==> src/rtl/iiitb_lifo_pkg.sv <==
// Shared types and constants for the LIFO arbiter and its round-robin picker.
package iiitb_lifo_pkg;

  typedef enum logic [1:0] {
    IDLE  = 2'd0,
    ISSUE = 2'd1,
    DONE  = 2'd2
  } state_e;

  localparam logic OP_PUSH = 1'b0;
  localparam logic OP_POP  = 1'b1;

  localparam int LIFO_DW    = 4;
  localparam int LIFO_DEPTH = 8;

  // A push into a full LIFO or a pop from an empty one is rejected without access.
  function automatic logic op_illegal(input logic op, input logic full, input logic empty);
    return (op == OP_PUSH) ? full : empty;
  endfunction

endpackage

==> src/rtl/iiitb_rr_arb2.sv <==
// Two-way round-robin pick: a lone requester always wins, a tie goes to rr_i.
module iiitb_rr_arb2 (
  input  logic req0_i,
  input  logic req1_i,
  input  logic rr_i,
  output logic gnt_id_o,
  output logic gnt_any_o
);

  assign gnt_any_o = req0_i | req1_i;
  assign gnt_id_o  = (req0_i & req1_i) ? rr_i : req1_i;

endmodule

==> src/rtl/iiitb_lifo_arbiter.sv <==
// Shares one LIFO between two clients: arbitrates, sequences EN/RW/dataIn,
// rejects push-when-full / pop-when-empty, returns pop data and tracks level.
module iiitb_lifo_arbiter
  import iiitb_lifo_pkg::*;
#(
  parameter  int DW    = LIFO_DW,
  parameter  int DEPTH = LIFO_DEPTH,
  localparam int LW    = $clog2(DEPTH + 1)
) (
  input  logic          Clk,
  input  logic          Rst,
  input  logic          req0,
  input  logic          rw0,
  input  logic [DW-1:0] wdata0,
  output logic          ack0,
  output logic          err0,
  output logic [DW-1:0] rdata0,
  input  logic          req1,
  input  logic          rw1,
  input  logic [DW-1:0] wdata1,
  output logic          ack1,
  output logic          err1,
  output logic [DW-1:0] rdata1,
  output logic          lifo_EN,
  output logic          lifo_RW,
  output logic [DW-1:0] lifo_dataIn,
  input  logic [DW-1:0] lifo_dataOut,
  input  logic          lifo_EMPTY,
  input  logic          lifo_FULL,
  output logic [LW-1:0] level,
  output logic          busy
);

  localparam logic [LW-1:0] LVL_MAX = LW'(DEPTH);

  state_e        state_q, state_d;
  logic          rr_q, rr_d;
  logic          win_q, win_d;
  logic          op_q, op_d;
  logic          rej_q, rej_d;
  logic          en_q, en_d;
  logic          rw_q, rw_d;
  logic [DW-1:0] din_q, din_d;
  logic          ack0_q, ack0_d;
  logic          ack1_q, ack1_d;
  logic          err0_q, err0_d;
  logic          err1_q, err1_d;
  logic [DW-1:0] rdata0_q, rdata0_d;
  logic [DW-1:0] rdata1_q, rdata1_d;
  logic [LW-1:0] level_q, level_d;

  logic gnt_id;
  logic gnt_any;

  iiitb_rr_arb2 u_rr_arb2 (
    .req0_i   (req0),
    .req1_i   (req1),
    .rr_i     (rr_q),
    .gnt_id_o (gnt_id),
    .gnt_any_o(gnt_any)
  );

  always_comb begin
    state_d  = state_q;
    rr_d     = rr_q;
    win_d    = win_q;
    op_d     = op_q;
    rej_d    = rej_q;
    en_d     = 1'b0;
    rw_d     = rw_q;
    din_d    = din_q;
    ack0_d   = 1'b0;
    ack1_d   = 1'b0;
    err0_d   = 1'b0;
    err1_d   = 1'b0;
    rdata0_d = rdata0_q;
    rdata1_d = rdata1_q;
    level_d  = level_q;

    case (state_q)
      IDLE: begin
        if (gnt_any) begin
          win_d = gnt_id;
          op_d  = gnt_id ? rw1 : rw0;
          rej_d = op_illegal(op_d, lifo_FULL, lifo_EMPTY);
          if (rej_d) begin
            state_d = DONE;
          end else begin
            state_d = ISSUE;
            en_d    = 1'b1;
            rw_d    = op_d;
            din_d   = (op_d == OP_PUSH) ? (gnt_id ? wdata1 : wdata0) : '0;
          end
        end
      end

      ISSUE: begin
        state_d = DONE;
      end

      DONE: begin
        ack0_d = ~win_q;
        ack1_d = win_q;
        err0_d = ~win_q & rej_q;
        err1_d = win_q & rej_q;
        // Pop data became valid on dataOut after the ISSUE edge; take it now.
        if (!rej_q) begin
          if (op_q == OP_POP) begin
            if (win_q) rdata1_d = lifo_dataOut;
            else       rdata0_d = lifo_dataOut;
            if (level_q != '0) level_d = level_q - 1'b1;
          end else begin
            if (level_q != LVL_MAX) level_d = level_q + 1'b1;
          end
        end
        rr_d    = ~win_q;
        state_d = IDLE;
      end

      default: begin
        state_d = IDLE;
      end
    endcase
  end

  always_ff @(posedge Clk or posedge Rst) begin
    if (Rst) begin
      state_q  <= IDLE;
      rr_q     <= 1'b0;
      win_q    <= 1'b0;
      op_q     <= OP_PUSH;
      rej_q    <= 1'b0;
      en_q     <= 1'b0;
      rw_q     <= 1'b0;
      din_q    <= '0;
      ack0_q   <= 1'b0;
      ack1_q   <= 1'b0;
      err0_q   <= 1'b0;
      err1_q   <= 1'b0;
      rdata0_q <= '0;
      rdata1_q <= '0;
      level_q  <= '0;
    end else begin
      state_q  <= state_d;
      rr_q     <= rr_d;
      win_q    <= win_d;
      op_q     <= op_d;
      rej_q    <= rej_d;
      en_q     <= en_d;
      rw_q     <= rw_d;
      din_q    <= din_d;
      ack0_q   <= ack0_d;
      ack1_q   <= ack1_d;
      err0_q   <= err0_d;
      err1_q   <= err1_d;
      rdata0_q <= rdata0_d;
      rdata1_q <= rdata1_d;
      level_q  <= level_d;
    end
  end

  assign lifo_EN     = en_q;
  assign lifo_RW     = rw_q;
  assign lifo_dataIn = din_q;
  assign ack0        = ack0_q;
  assign ack1        = ack1_q;
  assign err0        = err0_q;
  assign err1        = err1_q;
  assign rdata0      = rdata0_q;
  assign rdata1      = rdata1_q;
  assign level       = level_q;
  assign busy        = (state_q != IDLE);

endmodule

==> config.mk <==
export PLATFORM = sky130hd
export DESIGN_NAME = iiitb_lifo_arbiter
export DESIGN_NICKNAME = d
export VERILOG_FILES = /design/src/rtl/iiitb_lifo_pkg.sv /design/src/rtl/iiitb_rr_arb2.sv /design/src/rtl/iiitb_lifo_arbiter.sv
export SDC_FILE = /design/constraint.sdc
export NUM_CORES = 1
export LEC_CHECK = 0
export CORE_MARGIN = 3
export CORE_UTILIZATION = 45
export DETAILED_ROUTE_END_ITERATION = 10
export GPL_ROUTABILITY_DRIVEN = 0
export PLACE_DENSITY_LB_ADDON = 0.05
export RECOVER_POWER = 100
export SYNTH_ARGS = -nofsm -noshare
export SYNTH_HDL_FRONTEND = slang
export SYNTH_SLANG_ARGS = --single-unit
==> constraint.sdc <==
create_clock -name Clk -period 2.4 [get_ports Clk]
set_input_delay 0.24 -clock Clk [delete_from_list [all_inputs] [get_ports Clk]]
set_output_delay 0.24 -clock Clk [all_outputs]
set_load 0.02 [all_outputs]
==> out/results.txt <==
Run status - complete, no violations
Initial cell density of the core - 47.86%
CTS tree - done
Worst-case clock skew - 0.005258 ns
Biggest fanout along the worst timing path - 8
Post-CTS clock slew at the launch and capture registers of the worst setup and hold paths - 0.14 ns
Fraction of layout instances using a drive strength above 1 - 9.091%
Total Neg Setup Slack - 0 ns
Worst hold-check path type - flip-flop to flip-flop
Portion of the post-synthesis area used by sequential elements - 52.19%
DRT iter0 DRCs - 35
Clk sink count - 28
Global-route wire length before repair - 4.657 mm
Slowest stage cell on the critical path - sky130_fd_sc_hd__nor4_1
Syn_nets - 143
Buffers on Ports - 42
Remaining design rule violation count - 0
RSZ-0062 raised after global routing - no
Count of cell types in the netlist - 32
Master cell of the clock root buffer - sky130_fd_sc_hd__clkbuf_4
Average wire length per cell after detail routing - 14.13 um
Largest net degree at the start of global routing - 29
Longest individual stage delay on the worst path - 0.85 ns
Cell Rows - 19
Final hold violation count - 0
Largest vdd supply drop - 0.5952 mV
Number of synthesis warnings - 0
Post-synthesis sequential element count - 28
Total Routed Length - 2.770 mm
Cell Chain, Critical Path - inv_1, nor4_1, mux2_2
Total setup violations reported at the end of the flow - 0
Area growth, synth to finish - 34.30%
Total iterations of the first detailed-routing run - 4
Total congestion overflow - 0
Fill cell count - 253
Cell Pwr Density - 1212 mW/mm2
Critical setup path kind - flip-flop to flip-flop
Insertion delay to the later sink of the worst-skew pair - 0.32 ns
Cell total after placement - 193
NumNets Final - 190
Post-CTS Hold Fix Bufs - 0
Number of buffers on the longest clock path - 2
Mapped cell area - 0.001343 mm2
Number of instances in the synthesized netlist - 120
Hold-critical path depth - 1
Post-Place Setup Slack - 0.4221 ns
Commonest non-fill, non-tap cell in the layout - sky130_fd_sc_hd__dfrtp_1
Capturing element type of the critical path - flip-flop
Die boundary height - 60.62 um
Post CTS Setup Buffer Count - 0
Max Fclk - 491.6 MHz
Top Ports - 43
Cts bufs inserted - 3
FF-to-FF path depth - 3
Antenna-violating nets left - 0
Leakage dissipation - 0.8185 nW
Count of pins over their slew limit - 0
Max-capacitance violation count - 0
Worst slew margin - 3.239%
Top library cells by usage in the layout, fill and taps aside - sky130_fd_sc_hd__dfrtp_1, sky130_fd_sc_hd__dlygate4sd3_1, sky130_fd_sc_hd__clkdlybuf4s50_1
WP data arrival - 2.25 ns
Final cell count without fillers - 196
Floorplan Core Area - 0.002805 mm2
Worst setup margin - 0.3660 ns
Post-Synthesis Mean Instance Area - 11.19 um2
Via count of the first global-routing pass - 1032
Transition time at the pin with the least slew margin - 1.451 ns
Die boundary width - 60.62 um
Number of vias per cell after detailed routing - 5.352
Number of inserted diodes - 0
H-tree Lvls - 1
Quantity of gates resized following cts - 0
Tcrit/Tclk final - 84.75%
DIE AREA - 0.003675 mm2
Routed via count - 1049
Nature of the critical path startpoint - flip-flop
Initial antenna violation count - 0
Final worst path period need - 2.034 ns
Overall routing resource usage - 16.75%
Required time reported for the critical path endpoint - 2.62 ns
Half-perimeter wire length after placement - 2.143 mm
## registers in the layout (all words and copies together), names as in the netlist
register	cells
ack0	1
ack1	1
err0	1
err1	1
level	4
lifo_EN	1
lifo_RW	1
lifo_dataIn	4
op_q	1
rdata0	4
rdata1	4
rej_q	1
rr_q	1
state_q	2
win_q	1
## power breakdown
part	internal (mW)	total, mW	switching, mW
Combinational	0.555	1.14	0.585
Sequential	0.677	0.860	0.183
Clock	0.0588	0.186	0.127
Total	1.29	2.19	0.895
## Yosys cell counts
cell type                  count  share of area, %
sky130_fd_sc_hd__nor2_1        8               2.2
sky130_fd_sc_hd__nor4_4        1               1.6
sky130_fd_sc_hd__o211ai_1      1              0.56
sky130_fd_sc_hd__or2_2         1              0.47
sky130_fd_sc_hd__nor3_1        1              0.37
sky130_fd_sc_hd__ha_1          2               1.9
sky130_fd_sc_hd__and2b_4       1              0.75
sky130_fd_sc_hd__nor3_2        1              0.75
sky130_fd_sc_hd__nand4b_1      1              0.65
sky130_fd_sc_hd__nor4_2        1              0.93
sky130_fd_sc_hd__a221o_1       1              0.75
sky130_fd_sc_hd__a21o_1        2               1.1
sky130_fd_sc_hd__nand4_1       1              0.47
sky130_fd_sc_hd__xor2_1        1              0.65
sky130_fd_sc_hd__o31ai_1       3               1.7
sky130_fd_sc_hd__a221oi_1      4               2.6
sky130_fd_sc_hd__nand2_1      12               3.4
sky130_fd_sc_hd__inv_1        10               2.8
sky130_fd_sc_hd__and2_1        2              0.93
sky130_fd_sc_hd__a21oi_1      10               3.7
sky130_fd_sc_hd__xnor2_1       2               1.3
sky130_fd_sc_hd__and3_1        1              0.47
sky130_fd_sc_hd__mux2_2        9               7.5
sky130_fd_sc_hd__nand2b_1      4               1.9
sky130_fd_sc_hd__dfrtp_1      28                52
sky130_fd_sc_hd__a22o_1        4               2.6
sky130_fd_sc_hd__mux2i_4       1               1.7
sky130_fd_sc_hd__fa_1          1               1.5
sky130_fd_sc_hd__mux2i_1       1              0.75
sky130_fd_sc_hd__o21ai_0       3               1.1
sky130_fd_sc_hd__clkbuf_1      1              0.28
sky130_fd_sc_hd__or3_1         1              0.47
## layer usage
layer / up-vias / global-route usage (%) / share of wire [%]
li1: 525 / - / -
met1: 491 / 22.87 / 46
met2: 31 / 27.79 / 49
met3: 2 / 2.553 / 4.4
met4: 0 / 4.644 / 0.79
met5: - / 0 / 0
## worst paths after layout
path	start	end	slack, ns
max	op_q	rdata0[1]	0.37
min	rr_q	rr_q	0.50
max reg2reg	op_q	rdata0[1]	0.37
min reg2reg	rr_q	rr_q	0.50
max in group asynchronous	Rst	lifo_dataIn[1]	0.73
min in group asynchronous	Rst	rdata1[1]	0.83
## metrics by stage
step / area [um2] / hold WS, ns / power, mW / utilization, %
CTS: 1828 / 0.2587 / 2.301 / 65.16
global placement: 1805 / 0.4607 / 2.072 / 64.36
finish: 1803 / 0.5027 / 2.186 / 64.27
floorplan: 1343 / 0.3054 / 1.596 / -
global route: 1803 / 0.5290 / 2.377 / 64.27
detailed placement: 1805 / 0.4686 / 2.115 / 64.36
## cell type report
class | instances | area [um2] | area share, %
Tap cell | 31 | 38.79 | 2.151
Multi-Input combinational cell | 81 | 579.3 | 32.13
Clock buffer | 3 | 22.52 | 1.249
Inverter | 10 | 37.54 | 2.082
Sequential cell | 28 | 700.7 | 38.86
Timing Repair Buffer | 43 | 424.2 | 23.53
## logic make-up after synthesis
family                   share of synthesized area, %
XOR/XNOR                                        1.957
flip-flops                                      52.19
multiplexers                                    9.972
buffers and inverters                           3.076
AND/OR/NAND/NOR                                 15.28
adder cells (fa/ha/maj)                         3.355
AO/OA/AOI/OAI                                   14.16
## worst max-delay path: cells and delay by family (launching register included)
kind | cells | cell delay (ns)
buffers and inverters | 1 | 0.13
DFF | 1 | 0.54
muxes | 1 | 0.41
and+or+nand+nor | 1 | 0.85
(Power assumes the default switching activity.)
